==> config.mk <==
export PLATFORM = sky130hd
export DESIGN_NAME = udp_tx_arb_flat
export DESIGN_NICKNAME = d
export VERILOG_FILES = /design/src/rtl/udp_tx_arb_if.sv /design/src/rtl/udp_tx_arb.sv /design/src/flat_wrapper.sv
export SDC_FILE = /design/constraint.sdc
export NUM_CORES = 1
export LEC_CHECK = 0
export CAP_MARGIN = 40
export CORE_MARGIN = 1
export CORE_UTILIZATION = 44
export CTS_CLUSTER_DIAMETER = 120
export DETAILED_ROUTE_END_ITERATION = 7
export MAX_ROUTING_LAYER = met4
export PLACE_DENSITY = 0.9
export SLEW_MARGIN = 20
export SYNTH_ARGS = -nofsm -noshare
export SYNTH_HDL_FRONTEND = slang
export SYNTH_SLANG_ARGS = --single-unit
==> constraint.sdc <==
create_clock -name clk -period 4.09 [get_ports clk]
set_input_delay 0.818 -clock clk [delete_from_list [all_inputs] [get_ports clk]]
set_output_delay 0.818 -clock clk [all_outputs]
set_load 0.005 [all_outputs]
==> src/rtl/udp_tx_arb_if.sv <==
// Bundle between the two-requester UDP transmit arbiter and its surroundings:
// requester ports on one side, UDP transmitter ports on the other.
interface udp_tx_arb_if;
  logic        req0, req1;
  logic [15:0] len0, len1;
  logic [31:0] ip0, ip1;
  logic [47:0] mac0, mac1;
  logic [7:0]  data0, data1;
  logic        grant0, grant1;
  logic        rd_req0, rd_req1;
  logic        done0, done1;
  logic        tx_start_en;
  logic [15:0] tx_byte_num;
  logic [31:0] des_ip;
  logic [47:0] des_mac;
  logic [7:0]  tx_data;
  logic        tx_req;
  logic        tx_done;
  logic        err_timeout;

  modport master (
    input  req0, req1, len0, len1, ip0, ip1, mac0, mac1, data0, data1,
    input  tx_req, tx_done,
    output grant0, grant1, rd_req0, rd_req1, done0, done1,
    output tx_start_en, tx_byte_num, des_ip, des_mac, tx_data, err_timeout
  );

  modport slave (
    output req0, req1, len0, len1, ip0, ip1, mac0, mac1, data0, data1,
    output tx_req, tx_done,
    input  grant0, grant1, rd_req0, rd_req1, done0, done1,
    input  tx_start_en, tx_byte_num, des_ip, des_mac, tx_data, err_timeout
  );
endinterface

==> src/rtl/udp_tx_arb.sv <==
// Round-robin arbiter sharing one UDP transmitter between two frame requesters,
// with start-pulse shaping, a per-frame watchdog and an inter-frame gap.
module udp_tx_arb #(
  parameter int unsigned IFG_CYCLES = 12,
  parameter int unsigned START_HOLD = 4,
  parameter logic [15:0] TIMEOUT    = 16'd4000
) (
  input logic          clk,
  input logic          rst_n,
  udp_tx_arb_if.master bus
);

  typedef enum logic [3:0] {
    IDLE  = 4'b0001,
    START = 4'b0010,
    BUSY  = 4'b0100,
    GAP   = 4'b1000
  } state_t;

  state_t      state_q, state_d;
  logic [3:0]  hold_cnt_q, hold_cnt_d;
  logic [15:0] wd_cnt_q, wd_cnt_d;
  logic [15:0] gap_cnt_q, gap_cnt_d;
  logic        last_q, last_d;
  logic        zero_len_q, zero_len_d;
  logic        grant0_q, grant0_d;
  logic        grant1_q, grant1_d;
  logic        start_en_q, start_en_d;
  logic        done0_q, done0_d;
  logic        done1_q, done1_d;
  logic        err_q, err_d;
  logic [15:0] byte_num_q, byte_num_d;
  logic [31:0] ip_q, ip_d;
  logic [47:0] mac_q, mac_d;

  logic        pick;
  logic        active;
  logic        wd_expired;
  logic        hold_last;
  logic        gap_last;
  logic [15:0] len_sel;

  // last_q == 1 means requester 1 won most recently, so a tie goes to requester 0.
  assign pick       = (bus.req0 & bus.req1) ? ~last_q : bus.req1;
  assign len_sel    = pick ? bus.len1 : bus.len0;
  assign wd_expired = (wd_cnt_q == (TIMEOUT - 16'd1));
  assign hold_last  = (hold_cnt_q == 4'(START_HOLD - 1));
  assign gap_last   = ((32'(gap_cnt_q) + 32'd1) >= 32'(IFG_CYCLES));

  always_ff @(posedge clk) begin
    if (!rst_n) begin
      state_q    <= IDLE;
      hold_cnt_q <= '0;
      wd_cnt_q   <= '0;
      gap_cnt_q  <= '0;
      last_q     <= 1'b1;
      zero_len_q <= 1'b0;
      grant0_q   <= 1'b0;
      grant1_q   <= 1'b0;
      start_en_q <= 1'b0;
      done0_q    <= 1'b0;
      done1_q    <= 1'b0;
      err_q      <= 1'b0;
      byte_num_q <= '0;
      ip_q       <= '0;
      mac_q      <= '0;
    end else begin
      state_q    <= state_d;
      hold_cnt_q <= hold_cnt_d;
      wd_cnt_q   <= wd_cnt_d;
      gap_cnt_q  <= gap_cnt_d;
      last_q     <= last_d;
      zero_len_q <= zero_len_d;
      grant0_q   <= grant0_d;
      grant1_q   <= grant1_d;
      start_en_q <= start_en_d;
      done0_q    <= done0_d;
      done1_q    <= done1_d;
      err_q      <= err_d;
      byte_num_q <= byte_num_d;
      ip_q       <= ip_d;
      mac_q      <= mac_d;
    end
  end

  always_comb begin
    state_d    = state_q;
    hold_cnt_d = hold_cnt_q;
    wd_cnt_d   = wd_cnt_q;
    gap_cnt_d  = gap_cnt_q;
    last_d     = last_q;
    zero_len_d = zero_len_q;
    grant0_d   = grant0_q;
    grant1_d   = grant1_q;
    start_en_d = start_en_q;
    done0_d    = 1'b0;
    done1_d    = 1'b0;
    err_d      = 1'b0;
    byte_num_d = byte_num_q;
    ip_d       = ip_q;
    mac_d      = mac_q;

    case (state_q)
      IDLE: begin
        if (bus.req0 | bus.req1) begin
          last_d     = pick;
          grant0_d   = ~pick;
          grant1_d   = pick;
          byte_num_d = len_sel;
          ip_d       = pick ? bus.ip1 : bus.ip0;
          mac_d      = pick ? bus.mac1 : bus.mac0;
          zero_len_d = (len_sel == 16'd0);
          start_en_d = (len_sel != 16'd0);
          hold_cnt_d = '0;
          wd_cnt_d   = '0;
          state_d    = START;
        end
      end

      START, BUSY: begin
        wd_cnt_d = wd_cnt_q + 16'd1;
        if (state_q == START) hold_cnt_d = hold_cnt_q + 4'd1;
        // A completing frame always beats a watchdog expiry on the same clock.
        if (bus.tx_done || (state_q == START && zero_len_q)) begin
          done0_d    = grant0_q;
          done1_d    = grant1_q;
          grant0_d   = 1'b0;
          grant1_d   = 1'b0;
          start_en_d = 1'b0;
          gap_cnt_d  = '0;
          state_d    = GAP;
        end else if (wd_expired) begin
          err_d      = 1'b1;
          grant0_d   = 1'b0;
          grant1_d   = 1'b0;
          start_en_d = 1'b0;
          gap_cnt_d  = '0;
          state_d    = GAP;
        end else if (state_q == START && hold_last) begin
          start_en_d = 1'b0;
          state_d    = BUSY;
        end
      end

      GAP: begin
        gap_cnt_d = gap_cnt_q + 16'd1;
        if (gap_last) state_d = IDLE;
      end

      default: begin
        grant0_d   = 1'b0;
        grant1_d   = 1'b0;
        start_en_d = 1'b0;
        state_d    = IDLE;
      end
    endcase
  end

  assign active = (state_q == START) || (state_q == BUSY);

  assign bus.grant0      = grant0_q;
  assign bus.grant1      = grant1_q;
  assign bus.rd_req0     = bus.tx_req & grant0_q & active;
  assign bus.rd_req1     = bus.tx_req & grant1_q & active;
  assign bus.tx_data     = grant0_q ? bus.data0 : (grant1_q ? bus.data1 : 8'd0);
  assign bus.done0       = done0_q;
  assign bus.done1       = done1_q;
  assign bus.tx_start_en = start_en_q;
  assign bus.tx_byte_num = byte_num_q;
  assign bus.des_ip      = ip_q;
  assign bus.des_mac     = mac_q;
  assign bus.err_timeout = err_q;

endmodule

==> src/flat_wrapper.sv <==
// flat-port wrapper written by rule: the top's interface ports become plain ports
module udp_tx_arb_flat 
#(
  parameter int unsigned IFG_CYCLES = 12,
  parameter int unsigned START_HOLD = 4,
  parameter logic [15:0] TIMEOUT    = 16'd4000
)
  (clk, rst_n, bus_req0, bus_req1, bus_len0, bus_len1, bus_ip0, bus_ip1, bus_mac0, bus_mac1, bus_data0, bus_data1, bus_tx_req, bus_tx_done, bus_grant0, bus_grant1, bus_rd_req0, bus_rd_req1, bus_done0, bus_done1, bus_tx_start_en, bus_tx_byte_num, bus_des_ip, bus_des_mac, bus_tx_data, bus_err_timeout);
  udp_tx_arb_if bus_i ();
  input logic clk;
  input logic rst_n;
  input wire logic [$bits(bus_i.req0)-1:0] bus_req0;
  input wire logic [$bits(bus_i.req1)-1:0] bus_req1;
  input wire logic [$bits(bus_i.len0)-1:0] bus_len0;
  input wire logic [$bits(bus_i.len1)-1:0] bus_len1;
  input wire logic [$bits(bus_i.ip0)-1:0] bus_ip0;
  input wire logic [$bits(bus_i.ip1)-1:0] bus_ip1;
  input wire logic [$bits(bus_i.mac0)-1:0] bus_mac0;
  input wire logic [$bits(bus_i.mac1)-1:0] bus_mac1;
  input wire logic [$bits(bus_i.data0)-1:0] bus_data0;
  input wire logic [$bits(bus_i.data1)-1:0] bus_data1;
  input wire logic [$bits(bus_i.tx_req)-1:0] bus_tx_req;
  input wire logic [$bits(bus_i.tx_done)-1:0] bus_tx_done;
  output wire logic [$bits(bus_i.grant0)-1:0] bus_grant0;
  output wire logic [$bits(bus_i.grant1)-1:0] bus_grant1;
  output wire logic [$bits(bus_i.rd_req0)-1:0] bus_rd_req0;
  output wire logic [$bits(bus_i.rd_req1)-1:0] bus_rd_req1;
  output wire logic [$bits(bus_i.done0)-1:0] bus_done0;
  output wire logic [$bits(bus_i.done1)-1:0] bus_done1;
  output wire logic [$bits(bus_i.tx_start_en)-1:0] bus_tx_start_en;
  output wire logic [$bits(bus_i.tx_byte_num)-1:0] bus_tx_byte_num;
  output wire logic [$bits(bus_i.des_ip)-1:0] bus_des_ip;
  output wire logic [$bits(bus_i.des_mac)-1:0] bus_des_mac;
  output wire logic [$bits(bus_i.tx_data)-1:0] bus_tx_data;
  output wire logic [$bits(bus_i.err_timeout)-1:0] bus_err_timeout;
  assign bus_i.req0 = bus_req0;
  assign bus_i.req1 = bus_req1;
  assign bus_i.len0 = bus_len0;
  assign bus_i.len1 = bus_len1;
  assign bus_i.ip0 = bus_ip0;
  assign bus_i.ip1 = bus_ip1;
  assign bus_i.mac0 = bus_mac0;
  assign bus_i.mac1 = bus_mac1;
  assign bus_i.data0 = bus_data0;
  assign bus_i.data1 = bus_data1;
  assign bus_i.tx_req = bus_tx_req;
  assign bus_i.tx_done = bus_tx_done;
  assign bus_grant0 = bus_i.grant0;
  assign bus_grant1 = bus_i.grant1;
  assign bus_rd_req0 = bus_i.rd_req0;
  assign bus_rd_req1 = bus_i.rd_req1;
  assign bus_done0 = bus_i.done0;
  assign bus_done1 = bus_i.done1;
  assign bus_tx_start_en = bus_i.tx_start_en;
  assign bus_tx_byte_num = bus_i.tx_byte_num;
  assign bus_des_ip = bus_i.des_ip;
  assign bus_des_mac = bus_i.des_mac;
  assign bus_tx_data = bus_i.tx_data;
  assign bus_err_timeout = bus_i.err_timeout;
  udp_tx_arb #(.IFG_CYCLES(IFG_CYCLES), .START_HOLD(START_HOLD), .TIMEOUT(TIMEOUT)) u_core (.clk(clk), .rst_n(rst_n), .bus(bus_i));
endmodule
==> metrics <==
worst vdd ir about 0.44 mV; PortBufs 325; core area 14800 sq um; final wirelength ~23000 um; cts-stage hold buffer count 0; CTS tree done; final core occ roughly three quarters; Post-synth EDFFs 0; DR iter-0 viols between 500 and 600; main flop type after synthesis dfxtp_1; f_max between 0.3 and 0.4 GHz; Syn Area/Cell approximately 8.9 sq um; Fin Setup TNS 0 ns; Worst Slack Setup Final 0.814 ns; Initial DRT Pass Iterations 5; num rows 44; grt ovf 0; die span in y 126 um; register area 2880 sq um; Worst R2R Setup Slack approximately 1.1 ns; Synthesized Nets 980; final slew viol count 0; largest net degree at the start of global routing 95; CP endpoint kind output port; sum of buffers and inverters on the critical path 2; cts repair resizes 0; Worst-path clk slew about 0.060 ns; R2R Path Start u_core.gap_cnt_q[0]; CP max stage cell nor3_1; FFs w/ async S/R, synth 0%; WP data required 3.27 ns; RSZ-0062 raised after global routing no; Worst Min Path Start u_core.gap_cnt_q[15]; Hold Vio Cnt, Final 0; Leakage between 0.003 and 0.004 uW; Reg2Reg Depth 7; worst hold path stage count 1; synth warn 0; number of vias per cell 5.57; Synth Register Bits 144; fin crit share about four fifths; post-CTS setup repair buffer count 0; dpl cell area just over 10000 sq um; clk_skew between 0.005 and 0.006 ns; number of distinct library cells after synthesis 53; Tightest Pin Transition 0.717 ns; die area about 16000 sq um; Clock Tree Buf Depth 2; area grow syn2layout 60.5%; Setup crit start u_core.state_q[1]; Largest stage delay, worst path about 0.49 ns; Post-Syn Instances ~760; total power per unit cell area around 450 nW/um^2; post-route antenna net violation count 0; fin crit period 3.28 ns; Total GRT Usage a little under a third; Detailed Place HPWL around 17000 um; synthesized area 6760 sq um; antenna violations before repair 2; Placer Congestion between 0.9 and 1; Worst Setup Start Kind flop; first-pass GRT wire length 36000 um; number of max-cap violations 0; sequential element share of the synthesized area a little over two fifths; Max FO, Critical Path 7; Place WS 1.01 ns; Hold Path End u_core.gap_cnt_q[15]; clock tree sinks 144; worst endpoint data arrival time around 2.5 ns; area of the multi-input gates 3650 sq um; Slew HR around half; Layout Cell Area excl Fill about 11000 sq um; critical-path cell list xnor2_1, nor3_1, buf_4, and3_1, clkdlybuf4s50_1; Root Driver clkbuf_16; io pins between 300 and 400; worst skew pair latency roughly 0.43 ns; outcome finished, final reports clean; Top delay family on crit path buffers and inverters; Fillers roughly 1000; HP Class flop to flop; Initial Util 45.8%; FF-to-FF End u_core.state_q[0]; H-tree Lvls 4; vias in the first global route roughly 6900; CTS buffer count 17; Nets around 1300; WL/cell ~19 um; share of cells above drive strength 1 5.14%; die width between 100 and 150 um; Final Setup Violations 0; routed via count 7006; WS Path Type flop to output port; drc violations 0
[flip-flops by register name, indices dropped and copies added (netlist names)]
name	cells
u_core.hold_cnt_q	4
u_core.wd_cnt_q	16
u_core.state_q	4
u_core.bus.des_ip	32
u_core.gap_cnt_q	16
u_core.last_q	1
u_core.bus.done1	1
u_core.bus.err_timeout	1
u_core.bus.des_mac	48
u_core.bus.done0	1
u_core.bus.grant1	1
u_core.bus.tx_byte_num	16
u_core.bus.grant0	1
u_core.zero_len_q	1
u_core.bus.tx_start_en	1
[logic make-up (layout without fill, tap and decap cells)]
logic type	count (synthesis)	in the layout	share of synthesized area, %
other	0	2	0
XOR/XNOR	17	17	2.20
flip-flops	144	144	42.7
AO/OA/AOI/OAI	174	174	18.0
adder cells (fa/ha/maj)	3	3	0.556
buffers and inverters	67	375	3.74
multiplexers	98	98	14.5
AND/OR/NAND/NOR	260	260	18.3
[cells in the mapped netlist, drive strengths merged, types with 2 or more instances]
library cell | n | share of area, %
buf | 4 | 0.24
clkbuf | 57 | 3.2
nand2 | 28 | 1.6
xor2 | 7 | 0.91
and4 | 2 | 0.26
nor4b | 4 | 0.52
o22ai | 2 | 0.19
and3 | 7 | 0.72
a31oi | 6 | 0.56
ha | 3 | 0.56
inv | 6 | 0.33
or4 | 3 | 0.44
nand4 | 13 | 1.2
nand3 | 10 | 0.74
nor4 | 18 | 1.8
nor3 | 16 | 1.2
a21boi | 3 | 0.33
a22o | 8 | 1.0
a211oi | 99 | 11
mux2i | 97 | 14
nor2b | 2 | 0.19
or4b | 2 | 0.30
nand3b | 4 | 0.44
nand2b | 2 | 0.19
nor2 | 139 | 7.7
xnor2 | 10 | 1.3
or3 | 3 | 0.28
a311oi | 5 | 0.65
dfxtp | 144 | 43
o21ai | 21 | 1.6
and2 | 2 | 0.19
a21oi | 21 | 1.6
[how the worst max path moves through the flow]
stage	slack, ns	cells past startpoint	end
floorplan	1.54	7	u_core.state_q[0]
global placement	1.12	5	u_core.bus.des_mac[28]
detailed placement	1.01	5	u_core.bus.des_ip[16]
CTS	0.85	5	bus_rd_req1
global route	0.70	5	bus_rd_req0
finish	0.81	5	bus_rd_req1
[layer usage]
metal / track usage [%] / part of all wire, % / wire length (um) / vias to the layer above
met3: 9.94 / 8.1 / 1910 / 70
met1: 33.3 / 39 / 9240 / 3228
met2: 50.4 / 49 / 11500 / 290
li1: - / - / - / 3418
met5: - / 0 / 0 / -
met4: 13.3 / 3.7 / 868 / 0
[cell usage in the layout, fill, tap and decap left out, types with 4 or more instances in the layout]
cell               n
a311oi_1           5
buf_4              9
nand3b_1           4
nand3_1           10
a31oi_1            6
nor2_1           138
o21ai_0           21
inv_1              5
mux2i_1           97
bufinv_16          6
clkinv_2           4
clkbuf_16         17
clkdlybuf4s50_1  325
a22o_1             8
nor3_1            16
xnor2_1           10
xor2_1             7
dfxtp_1          144
a211oi_1          99
a21oi_1           21
nand2_1           28
nand4_1           13
nor4_1            17
and3_1             6
[per-stage QoR]
step                      hold WS [ns]  instances  power, uW
after CTS                        0.468       1255       4840
after global placement           0.450       1223       3020
after detailed placement         0.455       1223       3050
after floorplan                  0.432        763       2280
after global routing             0.501       1257       5030
final                            0.480       1257       4830
[layout make-up]
class | instances | share of cell area [%]
Clock buffer | 18 | 4.05
Antenna cell | 2 | 0.0461
Multi-Input combinational cell | 552 | 33.6
Clock inverter | 14 | 2.18
Timing Repair Buffer | 337 | 31.2
Inverter | 6 | 0.219
Tap cell | 184 | 2.12
Sequential cell | 144 | 26.6
[power by group]
group / switching [uW] / internal (uW)
combinational: 581 / 736
clock: 627 / 1160
sequential: 128 / 1600
total: 1340 / 3490
[worst reg2reg max path, cell delays in order (launching register included)]
cell     delay, ns
dfxtp_1       0.48
ha_1          0.33
nand3_1       0.23
nor4_1        0.66
mux2_2        0.42
nor4_2        0.42
nor3_1        0.07
or3_1         0.31
Note: power is estimated with default switching activity, not from simulation.
